## config.mk

```make
export PLATFORM = sky130hd
export DESIGN_NAME = roteador_arbitro_flat
export DESIGN_NICKNAME = d
export VERILOG_FILES = /design/src/rtl/roteador_arbitro_if.sv /design/src/rtl/roteador_arbitro.sv /design/src/flat_wrapper.sv
export SDC_FILE = /design/constraint.sdc
export NUM_CORES = 1
export LEC_CHECK = 0
export ABC_AREA = 0
export BUFFER_PORTS_ARGS = -buffer_cell sky130_fd_sc_hd__buf_2
export CAP_MARGIN = 20
export CORE_MARGIN = 1.5
export CORE_UTILIZATION = 49
export CTS_BUF_LIST = sky130_fd_sc_hd__clkbuf_16
export CTS_CLUSTER_SIZE = 28
export DETAILED_ROUTE_END_ITERATION = 12
export PLACE_DENSITY_LB_ADDON = 0.08
export SLEW_MARGIN = 20
export SYNTH_ARGS = -nofsm -noshare
export SYNTH_HDL_FRONTEND = slang
export SYNTH_SLANG_ARGS = --single-unit
```

## constraint.sdc

```tcl
create_clock -name clk -period 2 [get_ports clk]
set_input_delay 0.1 -clock clk [delete_from_list [all_inputs] [get_ports clk]]
set_output_delay 0.1 -clock clk [all_outputs]
set_load 0.03 [all_outputs]
```

## src/rtl/roteador_arbitro_if.sv

```systemverilog
// Handshake bundle between the round-robin arbiter and its consumer.
// The arbiter drives the grant side; the requester side drives req/ready.
interface roteador_arbitro_if #(
    parameter int SEL_BITS = 2
);
    logic [3:0]          req;
    logic                ready;
    logic [SEL_BITS-1:0] sel;
    logic [3:0]          gnt;
    logic                valid;
    logic                busy;

    modport master (
        input  req,
        input  ready,
        output sel,
        output gnt,
        output valid,
        output busy
    );

    modport slave (
        output req,
        output ready,
        input  sel,
        input  gnt,
        input  valid,
        input  busy
    );
endinterface

```

## src/rtl/roteador_arbitro.sv

```systemverilog
// Round-robin arbiter feeding the 4:1 router SEL, with bounded burst per grant.
// All outputs registered; release re-arbitrates in the same edge (no bubble).
module roteador_arbitro #(
    parameter int SEL_BITS = 2,
    parameter int MAX_HOLD = 4
) (
    input  logic                 clk,
    input  logic                 reset,
    roteador_arbitro_if.master   bus
);
    localparam int N = 2 ** SEL_BITS;

    typedef enum logic {
        IDLE,
        GRANT
    } state_t;

    state_t              r_state;
    state_t              w_state_n;
    logic [SEL_BITS-1:0] r_ptr;
    logic [SEL_BITS-1:0] w_ptr_n;
    logic [3:0]          r_cnt;
    logic [3:0]          w_cnt_n;
    logic [SEL_BITS-1:0] r_sel;
    logic [SEL_BITS-1:0] w_sel_n;
    logic [N-1:0]        r_gnt;
    logic [N-1:0]        w_gnt_n;

    logic                w_busy;
    logic                w_xfer;
    logic [3:0]          w_cnt_inc;
    logic                w_release;
    logic [SEL_BITS-1:0] w_start;
    logic                w_found;
    logic [SEL_BITS-1:0] w_win;

    assign w_busy    = (r_state == GRANT);
    assign w_xfer    = w_busy && bus.ready;
    assign w_cnt_inc = r_cnt + 4'd1;
    assign w_release = w_busy &&
                       (!bus.req[r_sel] ||
                        (w_xfer && w_cnt_inc == 4'(MAX_HOLD)));
    assign w_start   = w_release ? r_sel + 1'b1 : r_ptr;

    // Cyclic first-set search; lowest offset from w_start wins.
    always_comb begin
        logic [SEL_BITS-1:0] v_idx;
        v_idx   = '0;
        w_found = 1'b0;
        w_win   = '0;
        for (int k = N - 1; k >= 0; k--) begin
            v_idx = w_start + SEL_BITS'(k);
            if (bus.req[v_idx]) begin
                w_found = 1'b1;
                w_win   = v_idx;
            end
        end
    end

    always_comb begin
        w_state_n = r_state;
        w_ptr_n   = r_ptr;
        w_cnt_n   = r_cnt;
        w_sel_n   = r_sel;
        w_gnt_n   = r_gnt;
        unique case (r_state)
            IDLE: begin
                if (w_found) begin
                    w_state_n = GRANT;
                    w_sel_n   = w_win;
                    w_gnt_n   = N'(1) << w_win;
                    w_cnt_n   = 4'd0;
                end
            end
            GRANT: begin
                if (w_release) begin
                    w_ptr_n = r_sel + 1'b1;
                    w_cnt_n = 4'd0;
                    if (w_found) begin
                        w_sel_n = w_win;
                        w_gnt_n = N'(1) << w_win;
                    end else begin
                        w_state_n = IDLE;
                        w_gnt_n   = '0;
                    end
                end else if (w_xfer) begin
                    w_cnt_n = w_cnt_inc;
                end
            end
        endcase
    end

    always_ff @(posedge clk or posedge reset) begin
        if (reset) begin
            r_state <= IDLE;
            r_ptr   <= '0;
            r_cnt   <= 4'd0;
            r_sel   <= '0;
            r_gnt   <= '0;
        end else begin
            r_state <= w_state_n;
            r_ptr   <= w_ptr_n;
            r_cnt   <= w_cnt_n;
            r_sel   <= w_sel_n;
            r_gnt   <= w_gnt_n;
        end
    end

    assign bus.sel   = r_sel;
    assign bus.gnt   = r_gnt;
    assign bus.valid = w_busy;
    assign bus.busy  = w_busy;
endmodule

```

## src/flat_wrapper.sv

```systemverilog
// flat-port wrapper written by rule: the top's interface ports become plain ports
module roteador_arbitro_flat 
#(
    parameter int SEL_BITS = 2,
    parameter int MAX_HOLD = 4
)
  (clk, reset, bus_req, bus_ready, bus_sel, bus_gnt, bus_valid, bus_busy);
  roteador_arbitro_if #(.SEL_BITS(SEL_BITS)) bus_i ();
  input  logic clk;
  input  logic reset;
  input wire logic [$bits(bus_i.req)-1:0] bus_req;
  input wire logic [$bits(bus_i.ready)-1:0] bus_ready;
  output wire logic [$bits(bus_i.sel)-1:0] bus_sel;
  output wire logic [$bits(bus_i.gnt)-1:0] bus_gnt;
  output wire logic [$bits(bus_i.valid)-1:0] bus_valid;
  output wire logic [$bits(bus_i.busy)-1:0] bus_busy;
  assign bus_i.req = bus_req;
  assign bus_i.ready = bus_ready;
  assign bus_sel = bus_i.sel;
  assign bus_gnt = bus_i.gnt;
  assign bus_valid = bus_i.valid;
  assign bus_busy = bus_i.busy;
  roteador_arbitro #(.SEL_BITS(SEL_BITS), .MAX_HOLD(MAX_HOLD)) u_core (.clk(clk), .reset(reset), .bus(bus_i));
endmodule
```

==> Word level (Yosys, flattened, before mapping) <==
Index checks and enable logic that the tools add are counted.
{ "totals": {"output_inout_bits": 8, "ff_bits": 13, "elab_cells": 61, "in_bits": 7} }
{ "op_classes": {"add_sub_neg": 5, "mux": 33, "eq_ne": 4, "n_reduce_logical": 7, "shift": 1, "bitwise": 1, "magnitude_cmp": 5} }
{ "op_table": {"columns": ["op", "count"], "rows": [
  ["4-bit two-way mux", 6],
  ["4-bit case mux with 2 select lines", 2],
  ["2-bit by 3-bit less-than comparator with 1-bit output (second input constant)", 5],
  ["2-bit two-way mux", 7],
  ["1-bit two-way mux", 11],
  ["1-bit binary-select mux with 2-bit select", 5],
  ["2-bit by 1-bit adder with 2-bit output (second input constant)", 2],
  ["2-bit adder (second input constant)", 2],
  ["4-bit by 1-bit adder with 4-bit output (second input constant)", 1],
  ["4-bit by 3-bit equality test with 1-bit output (second input constant)", 1],
  ["2-bit case mux with 2 select lines", 1],
  ["2-bit AND reduction", 2],
  ["1-bit by 2-bit left shift with 4-bit output (first input constant)", 1],
  ["1-bit logical AND", 3],
  ["3-bit != test (second input constant)", 1],
  ["2-bit by 1-bit != test with 1-bit output (second input constant)", 1],
  ["2-bit != test (second input constant)", 1],
  ["1-bit case mux with 2 select lines", 1],
  ["1-bit zero test", 1],
  ["1-bit logical OR", 1],
  ["1-bit inverter", 1]
]} }

==> Longest topological paths before layout <==
{ "logic_depth": {"ltp_word": 17, "mapped_depth": 7, "mapped_depth_nobuf": 7} }

==> Worst setup path after synthesis <==
Ideal clock, no wire load.
{ "synth_path": {"path_kind": "register -> register", "startpoint": "register u_core.r_sel[0] (netlist: u_core.bus.sel[0])", "endpoint": "register u_core.r_gnt[0] (netlist: u_core.bus.gnt[0])", "path_stages_with_launch": 8, "slack_ps": -3, "path_buffers": 1, "period_less_slack_ps": 2003, "arrival_time_ps": 1868, "cell_sequence": "dfrtp_1 > buf_6 > mux2_4 > o22ai_4 > nor2_4 > mux2i_1 > nor4bb_2 > o31ai_2"} }
{ "synth_via": {"elab_chain_cells": 17, "elab_cells_between_ends": 34, "classes_between": "add/sub (4); eq/ne (2); shift (1); mux (23); reduce/logical (4)"} }
{ "synth_rtl": {"columns": ["element", "line", "rtl"], "rows": [
  ["start, declared", "roteador_arbitro.sv:24", "logic [SEL_BITS-1:0] r_sel;"],
  ["start signal, assigned", "roteador_arbitro.sv:104", "r_sel <= w_sel_n;"],
  ["1-bit binary-select mux with 2-bit select", "roteador_arbitro.sv:41", "(!bus.req[r_sel] ||"],
  ["1-bit two-way mux (not written as such)", "roteador_arbitro.sv:41", null],
  ["1-bit zero test", "roteador_arbitro.sv:41", null],
  ["1-bit logical OR", "roteador_arbitro.sv:41", null],
  ["1-bit logical AND", "roteador_arbitro.sv:40", "assign w_release = w_busy &&"],
  ["2-bit two-way mux", "roteador_arbitro.sv:43", "assign w_start = w_release ? r_sel + 1'b1 : r_ptr;"],
  ["2-bit adder", "roteador_arbitro.sv:52", "v_idx = w_start + SEL_BITS'(k);"],
  ["1-bit binary-select mux with 2-bit select", "roteador_arbitro.sv:53", "if (bus.req[v_idx]) begin"],
  ["1-bit two-way mux (not written as such)", "roteador_arbitro.sv:53", null],
  ["2-bit two-way mux (4 in series)", "roteador_arbitro.sv:53", null],
  ["1-bit by 2-bit left shift with 4-bit output", "roteador_arbitro.sv:71, roteador_arbitro.sv:81", null],
  ["4-bit two-way mux", "roteador_arbitro.sv:79", "if (w_found) begin"],
  ["4-bit two-way mux", "roteador_arbitro.sv:76", "if (w_release) begin"],
  ["4-bit case mux with 2 select lines", "roteador_arbitro.sv:66", "unique case (r_state)"],
  ["end signal, assigned", "roteador_arbitro.sv:105", "r_gnt <= w_gnt_n;"],
  ["end, declared", "roteador_arbitro.sv:26", "logic [N-1:0] r_gnt;"]
]} }
Parallel ways exist; a longest one is shown, timed or not. The select of a mux whose other input is x is not followed.
A chain may end at the register's enable or synchronous reset.

==> Worst setup path after layout <==
{ "layout_path": {"startpoint": "register u_core.r_cnt[1]", "endpoint": "register u_core.r_gnt[1] (netlist: u_core.bus.gnt[1])"} }
{ "layout_via": {"elab_chain_cells": 17, "elab_cells_between_ends": 33, "classes_between": "add/sub (4); eq/ne (3); shift (1); mux (21); reduce/logical (4)"} }
{ "layout_rtl": {"columns": ["element", "line", "rtl"], "rows": [
  ["start, declared", "roteador_arbitro.sv:22", "logic [3:0] r_cnt;"],
  ["start signal, assigned", "roteador_arbitro.sv:103", "r_cnt <= w_cnt_n;"],
  ["4-bit by 1-bit adder with 4-bit output *", "roteador_arbitro.sv:39", "assign w_cnt_inc = r_cnt + 4'd1;"],
  ["4-bit by 3-bit equality test with 1-bit output *", "roteador_arbitro.sv:42", "(w_xfer && w_cnt_inc == 4'(MAX_HOLD)));"],
  ["1-bit logical AND *", "roteador_arbitro.sv:42", null],
  ["1-bit logical OR *", "roteador_arbitro.sv:41", null],
  ["1-bit logical AND *", "roteador_arbitro.sv:40", null],
  ["2-bit two-way mux", "roteador_arbitro.sv:43", null],
  ["2-bit adder", "roteador_arbitro.sv:52", null],
  ["1-bit binary-select mux with 2-bit select", "roteador_arbitro.sv:53", null],
  ["1-bit two-way mux (not written as such)", "roteador_arbitro.sv:53", null],
  ["2-bit two-way mux (4 in series)", "roteador_arbitro.sv:53", null],
  ["1-bit by 2-bit left shift with 4-bit output", "roteador_arbitro.sv:71, roteador_arbitro.sv:81", null],
  ["4-bit two-way mux", "roteador_arbitro.sv:79", null],
  ["4-bit two-way mux", "roteador_arbitro.sv:76", null],
  ["4-bit case mux with 2 select lines", "roteador_arbitro.sv:66", null]
]} }
Mark *: on every way between the ends. The rest lies on a longest branch, timed or not. The select of a mux whose other input is x is not followed.

==> summary.md <==
| Metric | Value |
|---|---|
| Slew Viols, Final | `0` |
| Clock Root Buffer | `clkbuf_16` |
| Drt total wl | `1970 um` |
| Mapped Area | `893.4 um^2` |
| Cell Pwr Density | `1624 nW/um^2` |
| P_sw | `0.0007291 W` |
| # fillers | `160` |
| Worst setup EP type | `register` |
| Sw frac | `40.19%` |
| Vias in the first global route | `703` |
| Worst skew pair latency | `0.24 ns` |
| Syn_area_per_cell | `9.710 um^2` |
| Total GRT Usage | `20.82%` |
| Sequential power share | `24.8%` |
| Slowest cell on crit path | `dfrtp_1` |
| Placed insts | `130` |
| # H-tree levels | `1` |
| Syn Nets | `100` |
| First-pass GRT wire length | `3091 um` |
| DIE WIDTH | `45.70 um` |
| Synth cell types | `40` |
| Max stage delay on crit path | `0.40 ns` |
| Row count | `15` |
| Worst IR Drop VDD | `759.3 uV` |
| Worst hold path type | `primary input to register` |
| Core ar. | `1727 um^2` |
| Clk slew on worst S/H paths | `0.05 ns` |
| Crit path launch type | `register` |
| Commonest non-fill, non-tap cell in the layout | `buf_2` |
| Chip Height | `45.70 um` |
| Final non-filler cell total | `138` |
| CP Cell Sequence | `ha_2 -> nand4b_1 -> o22ai_4 -> nor2_4 -> mux2i_2 -> nor4bb_4 -> o31ai_2` |
| Leakage | `0.5147 nW` |
| Via Count | `767` |
| Logic pwr share | `54.8%` |
| Yosys Warn Count | `0` |
| Int Pwr | `0.001085 W` |
| Overall power | `0.001814 W` |
| F_max | `521.4 MHz` |
| Worst-path maximum fanout | `5` |
| Outcome | `complete, no violations` |
| Synth Register Bits | `13` |
| Initial antenna violation count | `0` |
| WL per Instance | `14.28 um` |
| Fin crit share | `95.90%` |
| Diodes inserted | `0` |
| Final Util | `64.71%` |
| Max_slew headroom | `67.21%` |
| Clock skew | `0.002787 ns` |
| Sequential-to-total area share from yosys stat | `36.41%` |
| EDFF count, synth | `0` |
| Final Critical Period | `1.918 ns` |
| Total I/O pin count | `15` |
| CP required | `2.12 ns` |
| Post-DP HPWL | `1475 um` |
| Final setup vio count | `0` |
| CTS tree | `built` |
| TritonCTS Buffers | `3` |
| Die Area | `2088 um^2` |
| Pre-Repair DR Iteration Count | `4` |
| Ys async rst share | `100.0%` |
| Longest Clk Path Bufs | `2` |
| Congestion Overflow GR | `0` |
| Maxcap violations | `0` |
| Syn-to-layout area delta | `25.07%` |
| Final Hold Vio Count | `0` |
| Final net count | `122` |
| Starting Density | `51.74%` |
| Port-buffer cells | `14` |
| Layout cells sized above 1 | `38.05%` |
| Critical Path AT | `2.04 ns` |
| Worst Path Class, Setup | `register to register` |
| Antenna Nets Post-Route | `0` |
| # DRC | `0` |
| GPL Wtd Cong | `0.8392` |
| Slew @ Worst Pin | `0.4914 ns` |
| Clk sinks | `13` |
| Iter 0 DRT Violations | `9` |
| Cell count after synthesis | `92` |
| Largest net degree at the start of global routing | `14` |
| DR vias/cell | `5.558` |
| Clk pwr share | `20.5%` |
| Most frequent cells in the layout | `buf_2 (14), nand2_1 (13), dfrtp_1 (12)` |
| Ys flop type | `dfrtp_1` |
synth_stat cells (2+ instances only):
cell type | n | area, um^2
a21oi_1 | 3 | 15.01
a221oi_1 | 2 | 17.52
buf_2 | 2 | 10.01
buf_6 | 2 | 22.52
dfrtp_1 | 13 | 325.3
inv_1 | 6 | 22.52
inv_2 | 2 | 7.510
mux2i_1 | 2 | 20.02
nand2_1 | 13 | 48.80
nor2_1 | 8 | 30.03
nor2b_1 | 2 | 12.51
o21ai_0 | 2 | 10.01
o21ai_1 | 4 | 20.02
o221ai_1 | 2 | 17.52
o31ai_1 | 3 | 22.52
o31ai_2 | 2 | 25.02
kinds of logic (layout without fill, tap and decap cells):
| logic type | count (synthesis) | in the layout | share of synthesized area (%) |
|---|---|---|---|
| mux | 6 | 6 | 9.243 |
| compound gates | 26 | 26 | 23.81 |
| xor+xnor | 1 | 1 | 0.9806 |
| simple gates | 32 | 32 | 20.31 |
| buf+inv | 13 | 34 | 7.843 |
| flops | 13 | 13 | 36.41 |
| fa+ha+maj | 1 | 1 | 1.400 |
path summary, 6_finish.rpt:
| path | from | cells after the start | slack (ns) | to |
|---|---|---|---|---|
| max | u_core.r_cnt[1]$_DFFE_PP0P_ | 7 | 0.08 | u_core.bus.gnt[1]$_DFFE_PP0P_ |
| min | bus_ready | 3 | 0.21 | u_core.r_cnt[3]$_DFFE_PP0P_ |
| max reg2reg | u_core.r_cnt[1]$_DFFE_PP0P_ | 7 | 0.08 | u_core.bus.gnt[1]$_DFFE_PP0P_ |
| min reg2reg | u_core.bus.gnt[1]$_DFFE_PP0P_ | 2 | 0.48 | u_core.bus.gnt[1]$_DFFE_PP0P_ |
| max in group asynchronous | reset | 3 | 1.22 | u_core.bus.sel[0]$_DFFE_PP0P_ |
| min in group asynchronous | reset | 3 | 0.42 | u_core.bus.sel[1]$_DFFE_PP0P_ |
registers in the layout, indices dropped and copies added, names as in the netlist:
register / flops
u_core.bus.gnt: 4
u_core.bus.busy: 1
u_core.r_cnt: 4
u_core.bus.sel: 2
u_core.r_ptr: 2
per-layer routing:
metal / share of wire [%] / vias to the layer above / track usage (%)
met2: 51 / 21 / 35.49
met4: 0.41 / 0 / 3.429
met1: 43 / 366 / 25.74
li1: - / 378 / -
met3: 4.8 / 2 / 7.143
met5: 0 / - / 0
area by class of cell:
| type | count | area (um^2) | area share, % |
|---|---|---|---|
| clock inverters | 1 | 3.754 | 0.3359 |
| flip-flops and latches | 13 | 326.6 | 29.23 |
| clock buffers | 3 | 75.07 | 6.719 |
| inverters | 8 | 30.03 | 2.688 |
| repair buffers | 22 | 132.6 | 11.87 |
| well taps | 25 | 31.28 | 2.800 |
| multi-input cells | 66 | 518.0 | 46.36 |
timing repair:
action / 4_1_cts / 5_1_grt
pin swaps: 0 / 4
hold buffers: 1 / 0
endpoints found under the hold margin: 13 / 0
buffers inserted: 0 / 3
resized for setup: 1 / 3
setup endpoints to repair: 1 / 2
metrics by stage:
step           cell area, um^2  setup TNS [ns]  setup slack, ns  hold slack [ns]
2_1_floorplan            894.6               0          0.01735         -0.02311
4_1_cts                   1084               0          0.03274           0.2096
3_5_place_dp             985.9       -0.008731        -0.008731           0.1457
3_3_place_gp             985.9               0          0.05477           0.1384
6_report                  1117               0          0.08200           0.2115
5_1_grt                   1117        -0.02070         -0.02070           0.2423
power by group through the flow:
| stage | Sequential (W) | Clock (W) | Combinational [W] |
|---|---|---|---|
| after floorplan | 0.000522 | 0 | 0.000659 |
| after CTS | 0.000450 | 0.000377 | 0.000945 |
| after global placement | 0.000452 | 0 | 0.000903 |
| after detailed placement | 0.000455 | 0 | 0.000910 |
| final | 0.000449 | 0.000371 | 0.000994 |
| after global routing | 0.000461 | 0.000398 | 0.00108 |
worst max-delay path, delay by kind of cell (launching register included):
kind                       cells  cell delay [ns]
and+or+nand+nor                3             0.72
DFF                            1             0.40
muxes                          1             0.27
AOI/OAI and AO/OA              2             0.21
adders and majority gates      1             0.20
Note: power is estimated with default switching activity, not from simulation.
